`config.mk`:
```
export PLATFORM = sky130hd
export DESIGN_NAME = day13_serial_readout
export DESIGN_NICKNAME = d
export VERILOG_FILES = /design/src/rtl/day13_serial_readout.sv
export SDC_FILE = /design/constraint.sdc
export NUM_CORES = 1
export LEC_CHECK = 0
export BUFFER_PORTS_ARGS = -buffer_cell sky130_fd_sc_hd__buf_2
export CAP_MARGIN = 20
export CORE_MARGIN = 2
export CORE_UTILIZATION = 45
export DETAILED_ROUTE_END_ITERATION = 8
export GPL_TIMING_DRIVEN = 0
export HOLD_SLACK_MARGIN = 0.06
export PLACE_DENSITY = 0.69
export SLEW_MARGIN = 25
export SYNTH_ARGS = -nofsm -noshare
export SYNTH_HDL_FRONTEND = slang
export SYNTH_SLANG_ARGS = --single-unit
```
`constraint.sdc`:
```
create_clock -name clk -period 3.4 [get_ports clk]
set_clock_uncertainty 0.15 [all_clocks]
set_input_delay 0.34 -clock clk [delete_from_list [all_inputs] [get_ports clk]]
set_output_delay 0.34 -clock clk [all_outputs]
set_load 0.005 [all_outputs]
```
`src/rtl/day13_serial_readout.sv`:
```
// Parallel-to-serial readout, MSB first; ser_valid rises 1 cycle after load, and back-to-back words run with no gap.
// Backpressure: ser_ready=0 holds the current bit stable; a load while a word is still in flight is dropped and flagged on overrun.
module day13_serial_readout #(
    parameter int WIDTH = 8
) (
    input  logic             clk,
    input  logic             rst_n,
    input  logic             load,
    input  logic [WIDTH-1:0] din,
    input  logic             ser_ready,
    output logic             ser_valid,
    output logic             ser_data,
    output logic             ser_last,
    output logic             busy,
    output logic             overrun
);

    localparam int CW = (WIDTH > 2) ? $clog2(WIDTH) : 1;
    localparam logic [CW-1:0] LAST_IDX = CW'(WIDTH - 1);

    localparam logic [0:0] ST_IDLE  = 1'b0;
    localparam logic [0:0] ST_SHIFT = 1'b1;

    logic [0:0]       state;
    logic [WIDTH-1:0] sreg;
    logic [CW-1:0]    cnt;
    logic             overrun_q;
    // Cleared by reset, set on the first edge afterwards, so the edge that
    // coincides with reset release can never capture a word.
    logic             armed;

    logic in_shift;
    logic at_last;
    logic xfer;

    assign in_shift = (state == ST_SHIFT);
    assign at_last  = (cnt == LAST_IDX);
    assign xfer     = in_shift && ser_ready;

    always_ff @(posedge clk or negedge rst_n) begin
        if (!rst_n) begin
            state     <= ST_IDLE;
            sreg      <= '0;
            cnt       <= '0;
            overrun_q <= 1'b0;
            armed     <= 1'b0;
        end else begin
            armed     <= 1'b1;
            overrun_q <= in_shift && load && !(xfer && at_last);
            if (!in_shift) begin
                if (load && armed) begin
                    sreg  <= din;
                    cnt   <= '0;
                    state <= ST_SHIFT;
                end
            end else if (xfer) begin
                if (at_last) begin
                    cnt <= '0;
                    if (load) begin
                        sreg <= din;
                    end else begin
                        sreg  <= '0;
                        state <= ST_IDLE;
                    end
                end else begin
                    sreg <= {sreg[WIDTH-2:0], 1'b0};
                    cnt  <= cnt + CW'(1);
                end
            end
        end
    end

    assign ser_valid = in_shift;
    assign busy      = in_shift;
    assign ser_data  = in_shift && sreg[WIDTH-1];
    assign ser_last  = in_shift && at_last;
    assign overrun   = overrun_q;

endmodule

```
==> results.md, run 1 <==
- Routed WL: 1.201 mm
- Post-route minimum period: 1.931 ns
- Cells along the critical path: ha_1 -> ha_1 -> and2_1 -> buf_2
- Setup violations, final: 0
- CTS tree: built
- Clock latency on the worst-skew pair: 0.28 ns
- RR Endpoint: sreg[6]
- Largest net degree at the start of global routing: 15
- Row count: 14
- Max cap viols: 0
- Starting DRC count in detailed routing: 3
- Critical Path Start: cnt[0]
- Met2 global-route usage: 0.2353
- Tot GR Track Use: 0.1570
- Top Usage Layer GRT: met2
- Crit-path max FO: 5
- Vias/cell: 5.358
- Crit path DAT: 1.44 ns
- Syn nets: 73
- Syn. warnings: 0
- Final Hold Fails: 0
- Gr ovfl total: 0
- Most used cell, CP: ha_1
- DRC: 0
- Min Hold Slack: 0.1667 ns
- Clk buf depth: 2
- Core Area: 1489 um^2
- Crit path launch type: register
- Outcome: finished clean
- Fill cell count: 130
- CP max stage delay: 0.41 ns
- CP Depth: 4
- DRT antenna net count: 0
- Critical R2R Launch: cnt[0]
- RSZ-0062 raised after global routing: no
- Synth-to-Final Area Change: 20.78%
- Avg Cell Area, Syn: 12.15 um^2
- Final worst path period share: 0.5678
- Critical path required time: 2.91 ns
- Crit Path Class: register to output pin
- R2r setup slk: 1.57 ns
- Initial Util: 0.4731
- GR met3 Demand/Resource: 0.02500
- Cells after Synth: 58
- Final net count: 95
- Initial antenna violation count: 0
- IO Pins: 17
- GP Congestion: 0.7278
- Delay-heaviest family, CP: adder cells
- TritonCTS buffer count: 3
- Leakage power: 0.4492 nW
- Sink Count: 14
- Peak VDD IR: 338.9 uV
- Final Core Density: 0.5714
- GR Util met1: 0.2145
- Via count: 509
- Max Fclk: 518.0 MHz
- DIE AREA: 1898 um^2
- N_diodes: 0
- # port buffers: 16
- Vias in the first global route: 501
- Post-CTS Setup Bufs: 0
- Yosys reg bits: 14
- Worst Setup End Kind: output pin
- Post-Route Setup TNS: 0 ns
- Slowest CP cell: dfrtp_1
- DIE HEIGHT: 43.57 um
- Number of distinct library cells after synthesis: 22
- PD cells: 799.3 nW/um^2
- CTS Root Cell: clkbuf_4
- H-tree depth: 1
- Seq/Total Area, Yosys: 0.4973
- Critical Path End: ser_last
- Layout cell share with drive strength beyond 1: 0.3418
- Cell Area, Synth: 704.4 um^2
- Die width: 43.57 um
- PostCTS Resize Cnt: 0
- Fin. max-slew vios: 0
- Worst-path clk slew: 0.08 ns
- First-pass detailed-route iteration total: 6
- Worst reg2reg path depth: 6
- DR WL/cell: 12.64 um
- First-pass GRT wire length: 2.194 mm
- CP bufs+invs: 1
- Hold Crit Class: primary input to register
- HPWL after DPL: 899.3 um
per-stage QoR:
stage / cell area (um^2) / worst slack, ns / instances / power [W]
floorplan: 704.4 / 1.706 / 58 / 0.0004929
global placement: 804.5 / 1.607 / 90 / 0.0005593
detailed placement: 804.5 / 1.587 / 90 / 0.0005687
CTS: 850.8 / 1.465 / 95 / 0.0006882
global route: 850.8 / 1.403 / 95 / 0.0007374
finish: 850.8 / 1.469 / 95 / 0.0006800
cell usage in the layout (no fill, tap or decap):
cell / n
dfrtp_1: 14
conb_1: 1
and2_1: 2
buf_2: 17
nor2b_1: 1
nor3_1: 1
a21boi_0: 1
nand2_1: 4
dlygate4sd3_1: 1
clkbuf_4: 3
a21oi_1: 3
clkbuf_8: 1
mux2i_1: 6
nor2_1: 2
a2bb2oi_2: 1
mux2_1: 1
o2bb2ai_1: 6
a32o_1: 2
a21bo_1: 1
a21o_1: 1
and3b_1: 1
a22o_1: 1
buf_4: 3
mux2_2: 2
ha_1: 3
timing repair:
item	CTS	global route
hold endpoints to repair	14	0
setup endpoints to repair	0	0
hold buffers	1	0
sequential cells by signal (all words and copies together) (netlist names):
| signal | count |
|---|---|
| sreg | 8 |
| cnt | 3 |
| armed | 1 |
| busy | 1 |
| overrun | 1 |
how the worst min path moves through the flow:
stage / from / endpoint / slack, ns / cells past startpoint
after floorplan: rst_n / armed / -0.11 / 0
after global placement: rst_n / sreg[7] / 0.10 / 1
after detailed placement: rst_n / sreg[7] / 0.10 / 1
after CTS: load / overrun / 0.16 / 3
after global routing: ser_ready / overrun / 0.17 / 2
final: load / overrun / 0.17 / 3
Yosys cell counts:
| library cell | n | area, um^2 |
|---|---|---|
| a21bo_1 | 1 | 10.01 |
| a21boi_0 | 1 | 7.510 |
| a21o_1 | 1 | 7.510 |
| a21oi_1 | 3 | 15.01 |
| a22o_1 | 1 | 8.760 |
| a2bb2oi_2 | 1 | 15.01 |
| a32o_1 | 2 | 20.02 |
| and2_1 | 2 | 12.51 |
| and3b_1 | 1 | 8.760 |
| buf_2 | 1 | 5.000 |
| buf_4 | 3 | 22.52 |
| conb_1 | 1 | 3.750 |
| dfrtp_1 | 14 | 350.3 |
| ha_1 | 3 | 37.54 |
| mux2_1 | 1 | 11.26 |
| mux2_2 | 2 | 22.52 |
| mux2i_1 | 6 | 60.06 |
| nand2_1 | 4 | 15.01 |
| nor2_1 | 2 | 7.510 |
| nor2b_1 | 1 | 6.260 |
| nor3_1 | 1 | 5.000 |
| o2bb2ai_1 | 6 | 52.55 |
cell families after synthesis:
family / Yosys count / synth area share
fa+ha+maj: 3 / 0.05329
compound gates: 16 / 0.1936
buf+inv: 4 / 0.03907
flops: 14 / 0.4973
simple gates: 11 / 0.07815
other cells: 1 / 0.005323
mux: 9 / 0.1332
tightest hold or removal path, stage by stage:
cell	delay [ns]
buf_2	0.13
nand2_1	0.06
a21oi_1	0.03
routing by layer:
metal / vias to the layer above / routed length (um)
met1: 238 / 590
met3: 5 / 57
met2: 13 / 523
met4: 0 / 31
met5: - / 0
li1: 253 / -
power by group:
part           switching (W)  internal, W  total (W)
Sequential         0.0000443     0.000235   0.000279
Combinational       0.000123     0.000159   0.000282
Clock              0.0000535    0.0000652   0.000119
Total               0.000221     0.000459   0.000680
final cells by class:
class                      instances  area, um^2  share of cell area
sequential                        14       350.3              0.4118
multi-input combinational         40       326.6              0.3838
timing repair buffer              17       90.09              0.1059
clock buffer                       4       36.28             0.04265
buffer                             4       27.53             0.03235
tap                               16       20.02             0.02353
Power figures use the tool's default switching activity.
==> run 2: changes to the inputs <==
clock period = 1.9 ns   (was 3.4 ns; I/O delays follow)
==> run 2 against run 1 <==
  * Highest routed layer unchanged
  * Design area is 8.5% higher
  * Core utilization grew 4.9 points
  * First-iteration DRC count increased by 67%
  * Clock power grew 77%
  * Die area did not move
  * Via count grew 3.5%
  * Global-route usage rose by 0.87 points
  * Routed wire length rose by 3.2%
  * Critical path type is now register to register
  * Cell count increased by 7.4%
==> results.md, run 2 (same netlist as run 1, synthesis figures left out) <==
- Outcome: finished clean
- Final net count: 102 (+7.4%)
- Max Fclk: 557.0 MHz
- Clk buf depth: 2 (unchanged)
- Critical R2R Launch: cnt[0]
- Fill cell count: 122 (-6.2%)
- Core Area: 1489 um^2 (unchanged)
- Fin. max-slew vios: 0 (unchanged)
- H-tree depth: 1 (unchanged)
- Clock latency on the worst-skew pair: 0.27 ns (about the same)
- DIE AREA: 1898 um^2 (unchanged)
- Leakage power: 0.4765 nW (+6.1%)
- Final Core Density: 0.6202 (+0.04874)
- DIE HEIGHT: 43.57 um (unchanged)
- Initial Util: 0.4731 (unchanged)
- Crit-path max FO: 7 (+2)
- Tot GR Track Use: 0.1657 (+0.008673)
- Vias/cell: 5.167 (-3.6%)
- Most frequent cells in the layout: buf_2, dfrtp_1, dlygate4sd3_1
- Final worst path period share: 0.9449
- HPWL after DPL: 899.3 um (unchanged)
- Peak VDD IR: 609.2 uV (+80%)
- Worst slack, placed: 0.08699 ns (-1.500 ns)
- Worst hold endpoint: sreg[4]
- Hold Crit Class: primary input to register
- DRC: 0 (unchanged)
- Final Hold Fails: 0 (unchanged)
- Crit path launch type: register
- Hold depth: 3 (unchanged)
- Power consumption: 0.001238 W (+82%)
- RSZ-0062 raised after global routing: no
- # port buffers: 16 (unchanged)
- First-pass GRT wire length: 2.332 mm (+6.3%)
- Die width: 43.57 um (unchanged)
- Sink Count: 14 (unchanged)
- DR WL/cell: 12.16 um (-3.8%)
- Worst reg2reg path depth: 6 (unchanged)
- Hold_sp: din[4]
- Routed WL: 1.240 mm (+3.2%)
- Critical path required time: 1.91 ns (-1.00 ns)
- CTS Root Cell: clkbuf_4
- RR Endpoint: sreg[6]
- Crit Path Class: register to register
- Post-route setup slack: 0.1046 ns (-1.365 ns)
- Most common cell after layout, fill and taps aside: buf_2
- Post-route minimum period: 1.795 ns
- Vias in the first global route: 541 (+8.0%)
- Initial antenna violation count: 0 (unchanged)
- Max reg flops: 8 (unchanged)
- DRT antenna net count: 0 (unchanged)
- Starting DRC count in detailed routing: 5 (+2)
- Post-Route Setup TNS: 0 ns (unchanged)
- N_diodes: 0 (unchanged)
- Setup violations, final: 0 (unchanged)
- Largest register by flop count: sreg
- GP Congestion: 0.7278 (unchanged)
- Worst-path clk slew: 0.08 ns (about the same)
- Gr ovfl total: 0 (unchanged)
- IO Pins: 17 (unchanged)
- Synth-to-Final Area Change: 31.08%
- Layout cell share with drive strength beyond 1: 0.3256 (-0.01619)
- R2r setup slk: 0.10 ns (-1.47 ns)
- Max cap viols: 0 (unchanged)
- Largest net degree at the start of global routing: 15 (unchanged)
- Via count: 527 (+3.5%)
- Crit path DAT: 1.81 ns (+0.37 ns)
- Largest regs: sreg (8), cnt (3)
- CTS tree: built
- Worst Setup End Kind: register
- Row count: 14 (unchanged)
- First-pass detailed-route iteration total: 2 (-4)
- PD cells: 1340 nW/um^2 (+68%)
- TritonCTS buffer count: 3 (unchanged)
[run 2: changes by cell type in the layout (fill, tap and decap cells not counted)]
cell	previous run	this run
dlygate4sd3_1	1	8
ha_2	0	1
ha_1	3	2
[run 2: how the worst max path moves through the flow]
stage	depth (start not counted)	start	slack, ns	endpoint
6_report	6	cnt[0]	0.10	sreg[6]
5_1_grt	6	cnt[0]	0.005	sreg[6]
4_1_cts	6	cnt[0]	0.07	sreg[6]
3_5_place_dp	6	cnt[0]	0.09	sreg[6]
3_3_place_gp	6	cnt[0]	0.11	sreg[6]
2_1_floorplan	6	cnt[0]	0.21	sreg[6]
[run 2: worst max-delay path, stage by stage (launching register included)]
cell	delay, ns
dfrtp_1	0.39
ha_1	0.19
ha_2	0.22
nor2b_1	0.05
buf_2	0.18
a22o_1	0.25
mux2_2	0.25
[run 2: power by group]
| group | leakage [nW] | total (W) | switching, W | internal [W] |
|---|---|---|---|---|
| Sequential | 0.172 | 0.000502 | 0.0000820 | 0.000420 |
| Combinational | 0.284 | 0.000524 | 0.000223 | 0.000301 |
| Clock | 0.0210 | 0.000211 | 0.0000945 | 0.000116 |
[run 2: final cells by class]
type,instances,area [um^2],share of cell area
buffer,4,27.53,0.02981
clock buffer,4,36.28,0.03930
multi-input combinational,40,329.1,0.3564
sequential,14,350.3,0.3794
tap,16,20.02,0.02168
timing repair buffer,24,160.2,0.1734
[run 2: per-stage QoR]
stage,area (um^2),hold WS [ns],cells
4_1_cts,920.9,0.06746,102
6_report,923.4,0.07086,102
5_1_grt,923.4,0.07219,102
3_5_place_dp,804.5,-0.04923,90
3_3_place_gp,804.5,-0.04889,90
2_1_floorplan,704.4,-0.2556,58
[run 2: layer usage]
layer,up-vias,global-route usage,wire length (um)
li1,269,-,-
met1,242,0.2279,603
met2,12,0.2500,571
met3,4,0.02500,50
met4,0,0.09091,15
met5,-,0,0
[run 2: repair_timing]
action                                  4_1_cts  5_1_grt
endpoints found under the setup margin        0        6
hold endpoints to repair                     20        0
hold buffers                                  8        0
resized for setup                             0        1
buffers inserted                              0        0
